$ cat src/rtl/cube_scramble_if.sv
// Move/handshake bus for cube_scramble: move offers in, packed cube state and status out.
interface cube_scramble_if;
  logic         start;
  logic         mv_valid;
  logic [4:0]   mv;
  logic         mv_last;
  logic         mv_ready;
  logic [119:0] state;
  logic         busy;
  logic         done;
  logic         err;
  logic [5:0]   count;

  modport master (
    output start, mv_valid, mv, mv_last,
    input  mv_ready, state, busy, done, err, count
  );

  modport slave (
    input  start, mv_valid, mv, mv_last,
    output mv_ready, state, busy, done, err, count
  );
endinterface

$ cat src/rtl/cube_scramble.sv
// cube_scramble: applies a stream of face-turn moves to a packed 3x3 cube state.
// Each accepted move is executed as 1..3 clockwise quarter-turn passes, one per cycle.
// Optional feature macro: CUBE_SCRAMBLE_LOAD_EN adds load/init_state to start from an
// arbitrary cube instead of the solved one.
module cube_scramble (
  input  logic          clk,
  input  logic          rst_n,
`ifdef CUBE_SCRAMBLE_LOAD_EN
  input  logic          load,
  input  logic [119:0]  init_state,
`endif
  cube_scramble_if.slave bus
);

  // eo | ep (11..0) | pad | co | pad | cp (7..0)
  localparam logic [119:0] SOLVED =
    {12'h000, 48'hBA98_7654_3210, 8'h00, 16'h0000, 12'h000, 24'o76543210};

  typedef enum logic [1:0] {IDLE, READY, APPLY, DONE} st_t;

  st_t          st_q, st_d;
  logic [119:0] cube_q, cube_nxt;
  logic [2:0]   face_q;
  logic [1:0]   pass_q;     // quarter-turn passes still to perform
  logic         last_q;
  logic [5:0]   count_q;
  logic         err_q;

  logic         code_ok, accept, do_start, do_load;
  logic [2:0]   mv_face;
  logic [1:0]   mv_turn;

  assign code_ok = (bus.mv < 5'd18);
  assign mv_face = 3'(bus.mv / 5'd3);
  assign mv_turn = 2'(bus.mv % 5'd3);
  assign accept  = (st_q == READY) && bus.mv_valid;
`ifdef CUBE_SCRAMBLE_LOAD_EN
  assign do_load = (st_q == IDLE) && load;
`else
  assign do_load = 1'b0;
`endif
  assign do_start = (st_q == IDLE) && bus.start && !do_load;

  // One clockwise quarter turn of face_q applied to the current cube.
  logic [11:0][3:0] ep, nep;
  logic [11:0]      eo, neo;
  logic [7:0][2:0]  cp, ncp;
  logic [7:0][1:0]  co, nco;
  logic [3:0][2:0]  cc;       // corner cycle, cc[k] moves to cc[k+1]
  logic [3:0][1:0]  ct;       // twist added on arrival at cc[k]
  logic [3:0][3:0]  ec;       // edge cycle
  logic             fl;       // edges flip on this face
  logic [2:0]       tsum;
  logic [1:0]       ks, kd;

  always_comb begin
    ep = cube_q[107:60];
    eo = cube_q[119:108];
    cp = cube_q[23:0];
    co = cube_q[51:36];
    nep = ep; neo = eo; ncp = cp; nco = co;
    cc = '0; ct = '0; ec = '0; fl = 1'b0;
    tsum = '0; ks = '0; kd = '0;
    case (face_q)
      3'd0: begin  // U
        cc = {3'd3, 3'd2, 3'd1, 3'd0};
        ec = {4'd3, 4'd2, 4'd1, 4'd0};
      end
      3'd1: begin  // R
        cc = {3'd4, 3'd7, 3'd3, 3'd0};
        ct = {2'd1, 2'd2, 2'd1, 2'd2};
        ec = {4'd8, 4'd4, 4'd11, 4'd0};
      end
      3'd2: begin  // F
        cc = {3'd1, 3'd5, 3'd4, 3'd0};
        ct = {2'd2, 2'd1, 2'd2, 2'd1};
        ec = {4'd9, 4'd5, 4'd8, 4'd1};
        fl = 1'b1;
      end
      3'd3: begin  // D
        cc = {3'd6, 3'd7, 3'd4, 3'd5};
        ec = {4'd6, 4'd7, 4'd4, 4'd5};
      end
      3'd4: begin  // L
        cc = {3'd2, 3'd6, 3'd5, 3'd1};
        ct = {2'd2, 2'd1, 2'd2, 2'd1};
        ec = {4'd10, 4'd6, 4'd9, 4'd2};
      end
      3'd5: begin  // B
        cc = {3'd3, 3'd7, 3'd6, 3'd2};
        ct = {2'd2, 2'd1, 2'd2, 2'd1};
        ec = {4'd11, 4'd7, 4'd10, 4'd3};
        fl = 1'b1;
      end
      default: ;   // all-zero cycle degenerates to a no-op
    endcase
    for (int k = 0; k < 4; k++) begin
      ks = 2'(k);
      kd = ks + 2'd1;
      ncp[cc[kd]] = cp[cc[ks]];
      tsum = 3'(co[cc[ks]]) + 3'(ct[kd]);
      nco[cc[kd]] = (tsum >= 3'd3) ? 2'(tsum - 3'd3) : tsum[1:0];
      nep[ec[kd]] = ep[ec[ks]];
      neo[ec[kd]] = eo[ec[ks]] ^ fl;
    end
    cube_nxt = {neo, nep, 8'h00, nco, 12'h000, ncp};
  end

  // FSM state register.
  always_ff @(posedge clk or negedge rst_n) begin
    if (!rst_n) st_q <= IDLE;
    else        st_q <= st_d;
  end

  // FSM next state: invalid codes never enter APPLY.
  always_comb begin
    st_d = st_q;
    case (st_q)
      IDLE:  if (do_load || do_start) st_d = READY;
      READY: if (accept) begin
               if (code_ok)          st_d = APPLY;
               else if (bus.mv_last) st_d = DONE;
             end
      APPLY: if (pass_q == 2'd1) st_d = last_q ? DONE : READY;
      DONE:  st_d = IDLE;
      default: st_d = IDLE;
    endcase
  end

  // Cube, move latch, counter and error flag.
  always_ff @(posedge clk or negedge rst_n) begin
    if (!rst_n) begin
      cube_q  <= SOLVED;
      face_q  <= '0;
      pass_q  <= '0;
      last_q  <= 1'b0;
      count_q <= '0;
      err_q   <= 1'b0;
    end else if (do_load) begin
`ifdef CUBE_SCRAMBLE_LOAD_EN
      cube_q  <= init_state &
                 {12'hFFF, 48'hFFFF_FFFF_FFFF, 8'h00, 16'hFFFF, 12'h000, 24'hFF_FFFF};
`endif
      count_q <= '0;
    end else if (do_start) begin
      cube_q  <= SOLVED;
      count_q <= '0;
      err_q   <= 1'b0;
    end else if (accept) begin
      if (code_ok) begin
        face_q <= mv_face;
        pass_q <= mv_turn + 2'd1;
        last_q <= bus.mv_last;
        if (count_q != 6'd63) count_q <= count_q + 6'd1;
      end else begin
        err_q <= 1'b1;
      end
    end else if (st_q == APPLY) begin
      cube_q <= cube_nxt;
      pass_q <= pass_q - 2'd1;
    end
  end

  assign bus.mv_ready = (st_q == READY);
  assign bus.busy     = (st_q == READY) || (st_q == APPLY);
  assign bus.done     = (st_q == DONE);
  assign bus.state    = cube_q;
  assign bus.err      = err_q;
  assign bus.count    = count_q;

endmodule

$ cat src/flat_wrapper.sv
// flat-port wrapper written by rule: the top's interface ports become plain ports
module cube_scramble_flat 
  (clk, rst_n, bus_start, bus_mv_valid, bus_mv, bus_mv_last, bus_mv_ready, bus_state, bus_busy, bus_done, bus_err, bus_count);
  cube_scramble_if bus_i ();
  input  logic clk;
  input  logic rst_n;
  input wire logic [$bits(bus_i.start)-1:0] bus_start;
  input wire logic [$bits(bus_i.mv_valid)-1:0] bus_mv_valid;
  input wire logic [$bits(bus_i.mv)-1:0] bus_mv;
  input wire logic [$bits(bus_i.mv_last)-1:0] bus_mv_last;
  output wire logic [$bits(bus_i.mv_ready)-1:0] bus_mv_ready;
  output wire logic [$bits(bus_i.state)-1:0] bus_state;
  output wire logic [$bits(bus_i.busy)-1:0] bus_busy;
  output wire logic [$bits(bus_i.done)-1:0] bus_done;
  output wire logic [$bits(bus_i.err)-1:0] bus_err;
  output wire logic [$bits(bus_i.count)-1:0] bus_count;
  assign bus_i.start = bus_start;
  assign bus_i.mv_valid = bus_mv_valid;
  assign bus_i.mv = bus_mv;
  assign bus_i.mv_last = bus_mv_last;
  assign bus_mv_ready = bus_i.mv_ready;
  assign bus_state = bus_i.state;
  assign bus_busy = bus_i.busy;
  assign bus_done = bus_i.done;
  assign bus_err = bus_i.err;
  assign bus_count = bus_i.count;
  cube_scramble u_core (.clk(clk), .rst_n(rst_n), .bus(bus_i));
endmodule
$ cat config.mk
export PLATFORM = sky130hd
export DESIGN_NAME = cube_scramble_flat
export DESIGN_NICKNAME = d
export VERILOG_FILES = /design/src/rtl/cube_scramble_if.sv /design/src/rtl/cube_scramble.sv /design/src/flat_wrapper.sv
export SDC_FILE = /design/constraint.sdc
export NUM_CORES = 1
export LEC_CHECK = 0
export BUFFER_PORTS_ARGS = -buffer_cell sky130_fd_sc_hd__clkbuf_2
export CAP_MARGIN = 0
export CORE_ASPECT_RATIO = 0.8
export CORE_UTILIZATION = 24
export DETAILED_ROUTE_END_ITERATION = 12
export GPL_TIMING_DRIVEN = 0
export PLACE_DENSITY = 0.37
export SYNTH_ARGS = -nofsm -noshare
export SYNTH_HDL_FRONTEND = slang
export SYNTH_SLANG_ARGS = --single-unit
$ cat constraint.sdc
create_clock -name clk -period 5 [get_ports clk]
set_input_delay 1 -clock clk [delete_from_list [all_inputs] [get_ports clk]]
set_output_delay 1 -clock clk [all_outputs]
set_load 0.01 [all_outputs]
# Word-level counts from Yosys, hierarchy flattened
# Cells that the tools add are included.
# totals
reg_bits	135
out_inout_bits	130
# op_classes
add_sub_neg	11
div_mod_pow	2
order_cmp	21
n_eq_ne	17
mux	108
bitwise	5
reduce_logical	26
# op_table
op	count
$mux W120	3
$bwmux W48	4
$bwmux W24	4
$pmux W16 S6	1
$pmux W12 S6	1
$bmux W4 S4	4
$bwmux W16	4
$demux W4 S4	4
$bwmux W12	4
$mux W2	21
$bmux W3 S3	4
$demux W3 S3	4
$mux W4	8
$bmux W2 S3	4
$demux W2 S3	4
$mux W3	8
$mux W6	4
$lt A4 B5 Y1 const B	4
$bmux W1 S4	4
$demux W1 S4	4
$ge A4 B1 Y1 const B	4
$lt A3 B4 Y1 const B	4
$pmux W8 S2	1
$add A2 B2 Y3	4
other kinds (32)	79

# Logic depth before layout (Yosys ltp)
# logic_depth
ltp_word	14
depth_mapped	20
depth_no_buf	16

# Worst setup path after synthesis
# No wires, ideal clock.
# synth_path
path_kind	register to register
start	register u_core.face_q[2]
end	register u_core.cube_q[46], in the netlist u_core.bus.state[46]
setup_ns	0.072
arrival_ns	3.483
required_time_ns	4.928
slack_ns	1.445
path_stages_with_launch	20
period_less_slack_ns	3.555
cell_sequence	dfrtp_1 -> buf_6 -> buf_4 -> buf_2 -> buf_2 -> buf_2 -> buf_2 -> o22ai_1 -> a21oi_1 -> ha_1 -> inv_1 -> fa_1 -> inv_1 -> ha_1 -> nor2b_1 -> mux2i_1 -> a22oi_1 -> o221ai_1 -> o21ai_0 -> nor2_1
# synth_via
elab_chain_cells	14
elab_cells_between_ends	60
# synth_rtl
item	line_no	source
start, declared	cube_scramble.sv:23	logic [2:0] face_q;
start signal, assigned	cube_scramble.sv:151	face_q <= mv_face;
$eq A3 B3 Y1, or another cell as far along	cube_scramble.sv:64	case (face_q)
$pmux W12 S6	cube_scramble.sv:64	
$bmux W2 S3	cube_scramble.sv:101	tsum = 3'(co[cc[ks]]) + 3'(ct[kd]);
$mux W2 (not written as such)	cube_scramble.sv:101	
$add A2 B2 Y3	cube_scramble.sv:101	
$ge A3 B2 Y1 / $sub A2 B2 Y2 (equally long branches)	cube_scramble.sv:102	nco[cc[kd]] = (tsum >= 3'd3) ? 2'(tsum - 3'd3) : tsum[1:0];
$mux W2	cube_scramble.sv:102	
$bwmux W16 (3 in series)	cube_scramble.sv:102	
$bwmux W16 *	cube_scramble.sv:102	
$mux W120 *	cube_scramble.sv:158	end else if (st_q == APPLY) begin
$mux W120 *	cube_scramble.sv:149	end else if (accept) begin
$mux W120 *	cube_scramble.sv:145	end else if (do_start) begin
end signal, assigned	cube_scramble.sv:159	cube_q <= cube_nxt;
end, declared	cube_scramble.sv:22	logic [119:0] cube_q, cube_nxt;
# Every way passes the cells marked *; elsewhere a longest branch is shown, timed or not. The select of a mux whose other input is x is not followed.
# A chain may end at the register's enable or synchronous reset.

# Final worst setup path
# layout_path
start	register u_core.face_q[1]
end	register u_core.cube_q[39], in the netlist u_core.bus.state[39]
# Same word-level chain as after synthesis.

==> results.tsv <==
stage	metric	value	unit
status	status	finished clean	
cells_and_area	Final Cell Area	0.0108	mm²
cts	CTS HTree Levels	4	
cts	Post-CTS Hold Fix Bufs	0	
yosys	Synth Cell Area	0.00879	mm²
cts	post-CTS sizing	0	
grt	initial antenna violation count	1	
power_and_ir_drop	Pleak	4.75	nW
timing	Slew @ Worst Pin	1.25	ns
floorplan	die area	0.0374	mm²
cells_and_area	fillcell total	4005	
min_path	Hold Path Class	register to register	
floorplan	I/O pins	140	
timing	Final Max Slew Viols	0	
cts	CTS tree	done	
grt	All-Layer GR Usage	26.8	%
timing	final worst path period share	97.1	%
floorplan	Die Y	173	µm
timing	worst relative slew slack	16.1	%
drt	DRC viols	0	
power_and_ir_drop	combinational share of power	66.5	%
timing	Tmin final	4.85	ns
critical_path	CP startpoint kind	register	
place	placed cell area	0.0101	mm²
yosys	largest area contributor in the netlist	dfrtp_1	
drt	WL final	50100	µm
critical_path	crit path DAT	5.18	ns
yosys	Mapped Avg Cell Area	8.42	µm²
critical_path	crit path launch	u_core.face_q[1]	
floorplan	Std-Cell Rows	62	
drt	Avg WL per Cell	29.7	µm
timing	fmax	206	MHz
yosys	Synth async-reset ratio	100	%
place	post-DP HPWL	36600	µm
yosys	post-synthesis cell type count	91	
critical_path	crit path max fanout	10	
timing	setup repair after global routing missed its margin	no	
grt	vias in the first global route	9085	
power_and_ir_drop	Flop pwr share	19.2	%
cts	Root Driver	clkbuf_16	
drt	Routed Antenna Nets	0	
cts	post-CTS setup buffer count	0	
drt	Initial DRC Count	1352	
cts	Clock Latency Late Sink	0.45	ns
timing	setup_tns	0	ns
job	Max Cap Violations	0	
cells_and_area	layout cells sized above 1	24.5	%
timing	Hold Fails Final Rpt	0	
power_and_ir_drop	clock power share	14.4	%
cells_and_area	Area growth, synth to finish	22.5	%
cells_and_area	Antenna diodes	0	
yosys	Ys Warns	0	
yosys	EDFF count, synth	0	
critical_path	flop2flop setup slack	0.15	ns
cts	Num CTS Buffers	17	
cells_and_area	final net count	1229	
critical_path	critical path class	register to register	
grt	final global-route overflow total	0	
yosys	#FFs+latches synth	115	
yosys	top-area cell type share of the netlist area	23.6	%
floorplan	chip width	216	µm
grt	first-pass GRT wire length	70700	µm
yosys	Primary FF master, synth	dfrtp_1	
yosys	register area share after synthesis	33.2	%
floorplan	core area	0.0360	mm²
floorplan	Initial Util	24.4	%
cts	CTS clk-pin slew, worst paths	0.06	ns
min_path	hold path depth	2	
power_and_ir_drop	Switching Power	5.64	mW
timing	Fin Clk Skew	0.0130	ns
drt	via count	9735	
critical_path	Crit path required time	5.33	ns
power_and_ir_drop	post-layout total power	10.1	mW
power_and_ir_drop	PwrDens	938	mW/mm²
power_and_ir_drop	Sw Share	55.8	%
critical_path	reg-to-reg startpoint	u_core.face_q[1]	
power_and_ir_drop	Max IR drop VDD	271	µV
place	GPL Wtd Cong	0.988	
place	buffers added on ports	117	
power_and_ir_drop	Int Power	4.47	mW
yosys	Gate Count Post-Synth	1044	
drt	Vias/cell	5.76	
timing	final setup vio count	0	
yosys	ranking of synthesized cells by area	dfrtp_1 24%, dfstp_2 9.6%, mux2i_1 5.1%	
drt	DRT Pass-1 Iters	6	
min_path	sink of the worst hold path	u_core.last_q	
critical_path	crit end category	register	
cts	CTS Sinks	115	
grt	pin count of the biggest net entering global routing	68	
cts	CTS max path bufs	2	
critical_path	Register-to-Register Path Depth	14	
critical_path	FF-to-FF End	u_core.bus.state[39]	
min_path	Hold Startpoint	u_core.last_q	
## layer usage
layer,up-vias,wire (µm),GRT usage (%)
li1,4145,-,-
met1,4827,22900,39.1
met2,653,19700,35.9
met3,110,5610,8.46
met4,0,1920,10.5
met5,-,0,0
## synth_stat cells (21+ instances only)
cell      number
dfrtp_1       83
clkbuf_1      23
inv_1         23
nand2_1      112
a21oi_1       80
dfstp_2       32
mux2i_1       45
buf_2         41
nor2_1       110
buf_4         28
o21ai_0       82
a22o_1        21
o22ai_1       27
## through the flow
stage | setup WS, ns | cells | hold slack (ns) | utilization (%)
after floorplan | 1.44 | 1063 | 0.444 | -
after global placement | 0.0724 | 1660 | 0.479 | 27.9
final | 0.147 | 1690 | 0.502 | 29.9
after CTS | 0.00238 | 1693 | 0.508 | 29.9
after global routing | 0.0651 | 1690 | 0.538 | 29.9
after detailed placement | 0.0402 | 1661 | 0.489 | 28.0
## critical path, cell delays in order, from the launching register on
cell,delay [ns]
dfrtp_1,0.44
buf_4,0.23
buf_6,0.22
buf_2,0.35
buf_2,0.39
buf_2,0.49
mux2i_1,0.26
o21ai_0,0.14
ha_1,0.23
fa_1,0.46
ha_1,0.31
o21ai_0,0.61
a21oi_1,0.16
a21o_1,0.18
a22o_1,0.24
## cells in the final DEF (no fill, tap or decap), types with 18 or more instances in the layout
cell type  synthesis  layout
o22ai_1           27      27
buf_2             41      36
dfstp_2           32      32
clkbuf_2           0     120
a22o_1            21      21
a21oi_1           80      80
mux2i_1           45      43
nand2_1          112     112
inv_1             23      23
dfrtp_1           83      83
buf_4             28      28
nor2_1           110     110
conb_1             1      20
clkbuf_1          23      22
ha_1              18      18
o21ai_0           82      82
## state kept, by name, indices dropped and copies added, names as in the netlist
signal	count
u_core.bus.count	6
u_core.pass_q	2
u_core.bus.err	1
u_core.last_q	1
u_core.st_q	2
u_core.face_q	3
u_core.bus.state	100
## cell type report
| type | count | area, µm² | share of cell area (%) |
|---|---|---|---|
| Clock inverter | 10 | 204 | 1.89 |
| Clock buffer | 22 | 464 | 4.31 |
| Timing Repair Buffer | 118 | 622 | 5.78 |
| Inverter | 26 | 97.6 | 0.907 |
| Buffer | 99 | 583 | 5.42 |
| Tap cell | 480 | 601 | 5.58 |
| Sequential cell | 115 | 2920 | 27.1 |
| Multi-Input combinational cell | 820 | 5280 | 49.0 |
## worst max-delay path by stage
stage	slack, ns	cells after the start	to
3_5_place_dp	0.04	19	u_core.bus.state[46]
3_3_place_gp	0.07	19	u_core.bus.state[46]
5_1_grt	0.07	14	u_core.bus.state[39]
4_1_cts	0.002	19	u_core.bus.state[46]
6_report	0.15	14	u_core.bus.state[39]
2_1_floorplan	1.44	19	u_core.bus.state[46]
## power by group through the flow
stage               registers [mW]  clock network [mW]  logic (mW)
finish                        1.93                1.45        6.71
global route                  1.98                1.51        7.06
CTS                           1.91                1.48        6.42
detailed placement            1.93                   0        6.39
global placement              1.93                   0        6.41
floorplan                     1.80                   0        3.82
## logic make-up after synthesis
| logic type | count (synthesis) | share of synthesized area [%] |
|---|---|---|
| XOR/XNOR | 7 | 0.783 |
| multiplexers | 63 | 8.07 |
| AO/OA/AOI/OAI | 380 | 29.3 |
| adder cells (fa/ha/maj) | 22 | 3.47 |
| flip-flops | 115 | 33.2 |
| other | 1 | 0.0427 |
| AND/OR/NAND/NOR | 328 | 17.4 |
| buffers and inverters | 128 | 7.76 |
No activity file was read; power rests on OpenSTA's default activity.
